==> config.mk <==
export PLATFORM = sky130hd
export DESIGN_NAME = rf_write_arbiter
export DESIGN_NICKNAME = d
export VERILOG_FILES = /design/src/rtl/rf_write_arbiter.sv
export SDC_FILE = /design/constraint.sdc
export NUM_CORES = 1
export LEC_CHECK = 0
export ABC_AREA = 1
export BUFFER_PORTS_ARGS = -buffer_cell sky130_fd_sc_hd__buf_2
export CAP_MARGIN = 10
export CORE_MARGIN = 2
export CORE_UTILIZATION = 40
export DETAILED_ROUTE_END_ITERATION = 10
export PLACE_DENSITY = 0.77
export SYNTH_ARGS = -nofsm -noshare
export SYNTH_HDL_FRONTEND = slang
export SYNTH_SLANG_ARGS = --single-unit
==> constraint.sdc <==
create_clock -name clk -period 2.46 [get_ports clk]
set_clock_uncertainty 0.2 [all_clocks]
set_input_delay 0.492 -clock clk [delete_from_list [all_inputs] [get_ports clk]]
set_output_delay 0.492 -clock clk [all_outputs]
set_load 0.05 [all_outputs]
==> src/rtl/rf_write_arbiter.sv <==
// Two-requester arbiter for the register file write port: picks one writeback per cycle
// and registers it onto write_en / wr_reg_num / write_data.
module rf_write_arbiter #(
  parameter int unsigned DATA_WIDTH    = 32,
  parameter int unsigned REG_ADDR_W    = 5,
  parameter int unsigned PRIORITY_MODE = 0,
  parameter int unsigned STARVE_LIMIT  = 4
) (
  input  logic                  clk,
  input  logic                  rst_n,
  input  logic                  req0_valid,
  input  logic [REG_ADDR_W-1:0] req0_rd,
  input  logic [DATA_WIDTH-1:0] req0_data,
  output logic                  req0_ready,
  input  logic                  req1_valid,
  input  logic [REG_ADDR_W-1:0] req1_rd,
  input  logic [DATA_WIDTH-1:0] req1_data,
  output logic                  req1_ready,
  output logic                  write_en,
  output logic [REG_ADDR_W-1:0] wr_reg_num,
  output logic [DATA_WIDTH-1:0] write_data,
  output logic                  grant_id
);

  localparam logic [3:0] StarveMax = 4'(STARVE_LIMIT);

  logic                  last_grant_q;
  logic [3:0]            starve_cnt_q, starve_cnt_d;
  logic                  gnt0, gnt1, xfer;
  logic [REG_ADDR_W-1:0] sel_rd;
  logic [DATA_WIDTH-1:0] sel_data;
  logic                  write_en_q, grant_id_q;
  logic [REG_ADDR_W-1:0] wr_reg_num_q;
  logic [DATA_WIDTH-1:0] write_data_q;

  always_comb begin
    gnt0 = req0_valid;
    gnt1 = req1_valid;
    if (req0_valid && req1_valid) begin
      if (PRIORITY_MODE == 0) begin
        gnt1 = (last_grant_q == 1'b0);
      end else begin
        gnt1 = (starve_cnt_q == StarveMax);
      end
      gnt0 = !gnt1;
    end
  end

  assign xfer     = gnt0 || gnt1;
  assign sel_rd   = gnt1 ? req1_rd : req0_rd;
  assign sel_data = gnt1 ? req1_data : req0_data;

  // Counts only stalled cycles of a waiting requester 1; any gap or grant restarts it.
  always_comb begin
    starve_cnt_d = starve_cnt_q;
    if (!req1_valid || gnt1) begin
      starve_cnt_d = 4'd0;
    end else if (starve_cnt_q != StarveMax) begin
      starve_cnt_d = starve_cnt_q + 4'd1;
    end
  end

  always_ff @(posedge clk or negedge rst_n) begin
    if (!rst_n) begin
      last_grant_q <= 1'b1;
      starve_cnt_q <= 4'd0;
      write_en_q   <= 1'b0;
      wr_reg_num_q <= '0;
      write_data_q <= '0;
      grant_id_q   <= 1'b0;
    end else begin
      starve_cnt_q <= starve_cnt_d;
      // x0 writes are still accepted and arbitrated, just never committed.
      write_en_q   <= xfer && (sel_rd != '0);
      if (xfer) begin
        last_grant_q <= gnt1;
        wr_reg_num_q <= sel_rd;
        write_data_q <= sel_data;
        grant_id_q   <= gnt1;
      end
    end
  end

  assign req0_ready = gnt0;
  assign req1_ready = gnt1;
  assign write_en   = write_en_q;
  assign wr_reg_num = wr_reg_num_q;
  assign write_data = write_data_q;
  assign grant_id   = grant_id_q;

endmodule

**Word level (Yosys, flattened, before mapping)**

Index checks and enable logic that the tools add are counted.

- Register bits: 40
- Bits in latches: 0
- Memory bits (writable): 0
- Memory bits (read-only): 0
- Input port bits: 78
- Output and inout port bits: 41
- Memories: 0

- $add $sub $neg: 0
- $mul: 0
- Div/mod/pow operators: 0
- $lt $le $gt $ge: 0
- Eq/ne operators: 0
- Shifts and indexed selects: 0
- Mux-type cells: 5
- Bitwise operators: 1
- Reductions and logical operators: 5

Operators with widths:

| kind | count |
|---|---|
| $mux 32 | 1 |
| $mux 5 | 1 |
| $reduce_bool 5->1 | 1 |
| $mux 1 | 3 |
| $logic_and 1x1->1 | 2 |
| $logic_not 1->1 | 1 |
| $logic_or 1x1->1 | 1 |
| $not 1->1 | 1 |

**Logic depth before layout (Yosys ltp)**

- Word-level depth: 6
- Depth in mapped cells: 8
- Gate-level depth less buffers: 7

**Worst setup path before layout**

Ideal clock, no wire load.

- Path type: input port to output port
- Start point: input req0_valid
- End point: output req1_ready
- Arrival time: 1.136 ns
- Setup slack: 0.632 ns
- Stages: 4
- Path buffers: 1
- Cell sequence: nand2_1 nand2_2 inv_2 buf_2

- Word-level cells in the longest chain between the ends: 2

RTL lines:

| item | line | source |
|---|---|---|
| start, declared | 11 | `input logic req0_valid,` |
| $logic_and 1x1->1 | 39 | `if (req0_valid && req1_valid) begin` |
| $mux 1 | 39 |  |
| end, declared | 18 | `output logic req1_ready,` |

Every way passes these cells.

**Final worst setup path**

- Start point: register last_grant_q
- End point: output req1_ready

- Word-level cells in the longest chain between the ends: 3

RTL lines:

| item | line | source |
|---|---|---|
| start, declared | 27 | `logic last_grant_q;` |
| start signal, assigned | 76 | `last_grant_q <= gnt1;` |
| $not 1->1 | 41 | `gnt1 = (last_grant_q == 1'b0);` |
| $mux 1 (2 in a row) | 39 |  |

Every way passes these cells. The select of a mux whose other input is x is not followed.

==> out/metrics.yaml <==
dpl.hpwl_um: 3255
overflow: 0
wl_met1_um: 1956
cts-root-buf: "clkbuf_8"
r2r-end: "wr_reg_num[4]$_DFFE_PN0P_"
ff2ff_setup_slack_ns: 0.69
synth_cells: 224
setup_tns_ns: 0
syn-mean-instance-area_um2: 8.105
reg2reg_depth: 5
fp.dieH_um: 71.37
clkSlewWorstSetupHoldPaths_ns: 0.08
tightestPinTransition_ns: 0.8739
dr_wl_met3_um: 373
final_antenna_net_count: 0
worstPathCellList: "nand2_1 > nand2_2 > inv_2 > buf_2"
insertedDiodeCount: 0
first_pass_iters: 4
rows: 24
worstSetupEndpointType: "output port"
ys_top_cells_by_area: "dfrtp_1 (54%), nand2_1 (23%), nand3_1 (9.6%), buf_6 (1.9%), buf_2 (1.7%)"
dieArea_um2: 5094
r2r-start: "last_grant_q$_DFFE_PN1P_"
clk_latency_ns: 0.28
fin_area_um2: 2510
wire_per_inst_um: 11.54
synthToLayoutAreaGrowth_pct: 38.25
portBuffers: 118
initial_core_util_pct: 41.70
groute.usage.overall_pct: 18.71
grt_pass1_wl_um: 7596
viasPerCell: 4.637
rsz0062_at_grt: "no"
layout.nets: 419
vias: 1827
max_slew_margin_pct: 41.74
setup_viol: 0
hold_buffers: 0
gp_congestion: 0.7666
critical_path_buf_inv_count: 2
slew_viol_final: 0
drt_wl_total_um: 4548
cts_tree: "yes"
synth_seq_cells: 40
cts_buffers: 5
io-pin-count: 119
post_synth_num_cell_types: 16
synth-seq-area-share_pct: 55.20
clock_path_buffers: 2
fin_crit_ns: 2.060
irDropWorstVdd_uv: 438.8
cts_resized: 0
worst-setup-path-type: "reg2out"
hold_viol: 0
syn-cell-area_um2: 1815
clock_sinks: 40
fmax_ghz: 0.4854
cp-start-kind: "flip-flop"
yosysWarnings: 0
core_um2: 4354
fin_hold_ws_ns: 0.1193
p_per_area_nw_per_um2: 827.9
path_max_fanout: 9
synth_top_area_share_pct: 53.76
die_w_um: 71.37
routed.top_layer: "met4"
drc: 0
min_path_type: "in2async"
post-cts-setup-buffer-count: 0
power.leakage_nw: 1.425
cap_violations: 0
drt_iter0_drc: 88
arrival_ns: 1.37
grt_pass1_vias: 1732
status: "finished, final reports clean"
slowest_delay_ns: 0.54
synth_top_area_cell: "dfrtp_1"
drive_gt1_share_pct: 39.77
cpMaxStageDelayCell: "dfstp_2"
critical_path_required_ns: 1.77
grt_max_degree: 44
dpl_cell_area_um2: 2402
fin_util_pct: 57.64
post-route-period-util_pct: 83.75
cts_max_level: 2
fillers: 423
antenna_found_initial: 0
critical-path-top-delay-family: "flip-flops"
synth_nets: 302
wl_met2_um: 2180
==> sequential cells by signal, indices dropped and copies added (netlist names) <==
| register | count |
|---|---|
| write_data | 32 |
| wr_reg_num | 5 |
| grant_id | 1 |
| last_grant_q | 1 |
| write_en | 1 |
==> layer usage <==
metal / GRT usage [%] / vias up
li1: - / 931
met1: 23.00 / 819
met2: 32.51 / 72
met3: 4.641 / 5
met4: 5.660 / 0
met5: 0 / -
==> placed cells by master, fill, tap and decap left out, drive strengths merged <==
cell / count
buf: 120
nand2: 115
dfrtp: 39
nand3: 35
inv: 11
o21ai: 8
clkbuf: 6
nor2: 4
nand3b: 1
clkinv: 1
bufinv: 1
dfstp: 1
==> worst reg2reg max path, delay by kind of cell, from the launching register on <==
kind                   cells  cell delay [ns]
AOI/OAI and AO/OA          1             0.18
DFF                        1             0.54
and+or+nand+nor            3             0.39
buffers and inverters      1             0.33
==> layout make-up <==
| class | count | area [µm²] | area share [%] |
|---|---|---|---|
| timing repair buffer | 120 | 605.6 | 24.13 |
| multi-input combinational | 163 | 685.7 | 27.32 |
| inverter | 11 | 43.79 | 1.745 |
| clock buffer | 6 | 72.57 | 2.891 |
| clock inverter | 2 | 35.03 | 1.396 |
| sequential | 40 | 1002 | 39.93 |
| tap | 52 | 65.06 | 2.592 |
==> how the worst max path moves through the flow <==
| stage | slack (ns) | from | to | cells after the start |
|---|---|---|---|---|
| 3_3_place_gp | 0.57 | req0_valid | req1_ready | 5 |
| 3_5_place_dp | 0.54 | req0_valid | req1_ready | 5 |
| 4_1_cts | 0.39 | last_grant_q$_DFFE_PN1P_ | req1_ready | 4 |
| 6_report | 0.40 | last_grant_q$_DFFE_PN1P_ | req1_ready | 4 |
| 5_1_grt | 0.31 | last_grant_q$_DFFE_PN1P_ | req1_ready | 4 |
| 2_1_floorplan | 0.63 | req0_valid | req1_ready | 4 |
==> cell usage after synthesis <==
library cell  instances
inv_1                 8
buf_2                 6
buf_12                1
inv_4                 1
nand2_2               2
nand2_1             113
dfstp_2               1
o21ai_0               4
inv_2                 2
o21ai_2               3
nor2_1                4
nand3_1              35
o21ai_1               1
dfrtp_1              39
buf_6                 3
nand3b_1              1
==> metrics by stage <==
stage / cells / power (W) / worst slack [ns]
floorplan: 224 / 0.001372 / 0.6318
global placement: 386 / 0.001567 / 0.5682
detailed placement: 386 / 0.001577 / 0.5407
CTS: 394 / 0.002105 / 0.3920
global route: 394 / 0.002191 / 0.3147
finish: 394 / 0.002078 / 0.3998
==> logic make-up after synthesis <==
| group | synth area share [%] |
|---|---|
| AOI/OAI and AO/OA | 2.826 |
| and+or+nand+nor | 34.94 |
| DFF | 55.20 |
| buffers and inverters | 7.030 |
==> power breakdown <==
part	internal, W	leakage, nW	total [W]	switching (W)
logic	0.000181	0.897	0.000748	0.000567
registers	0.000760	0.473	0.000811	0.0000506
clock network	0.000301	0.0552	0.000519	0.000218
total	0.00124	1.43	0.00208	0.000836
No activity file was read; power rests on OpenSTA's default activity.
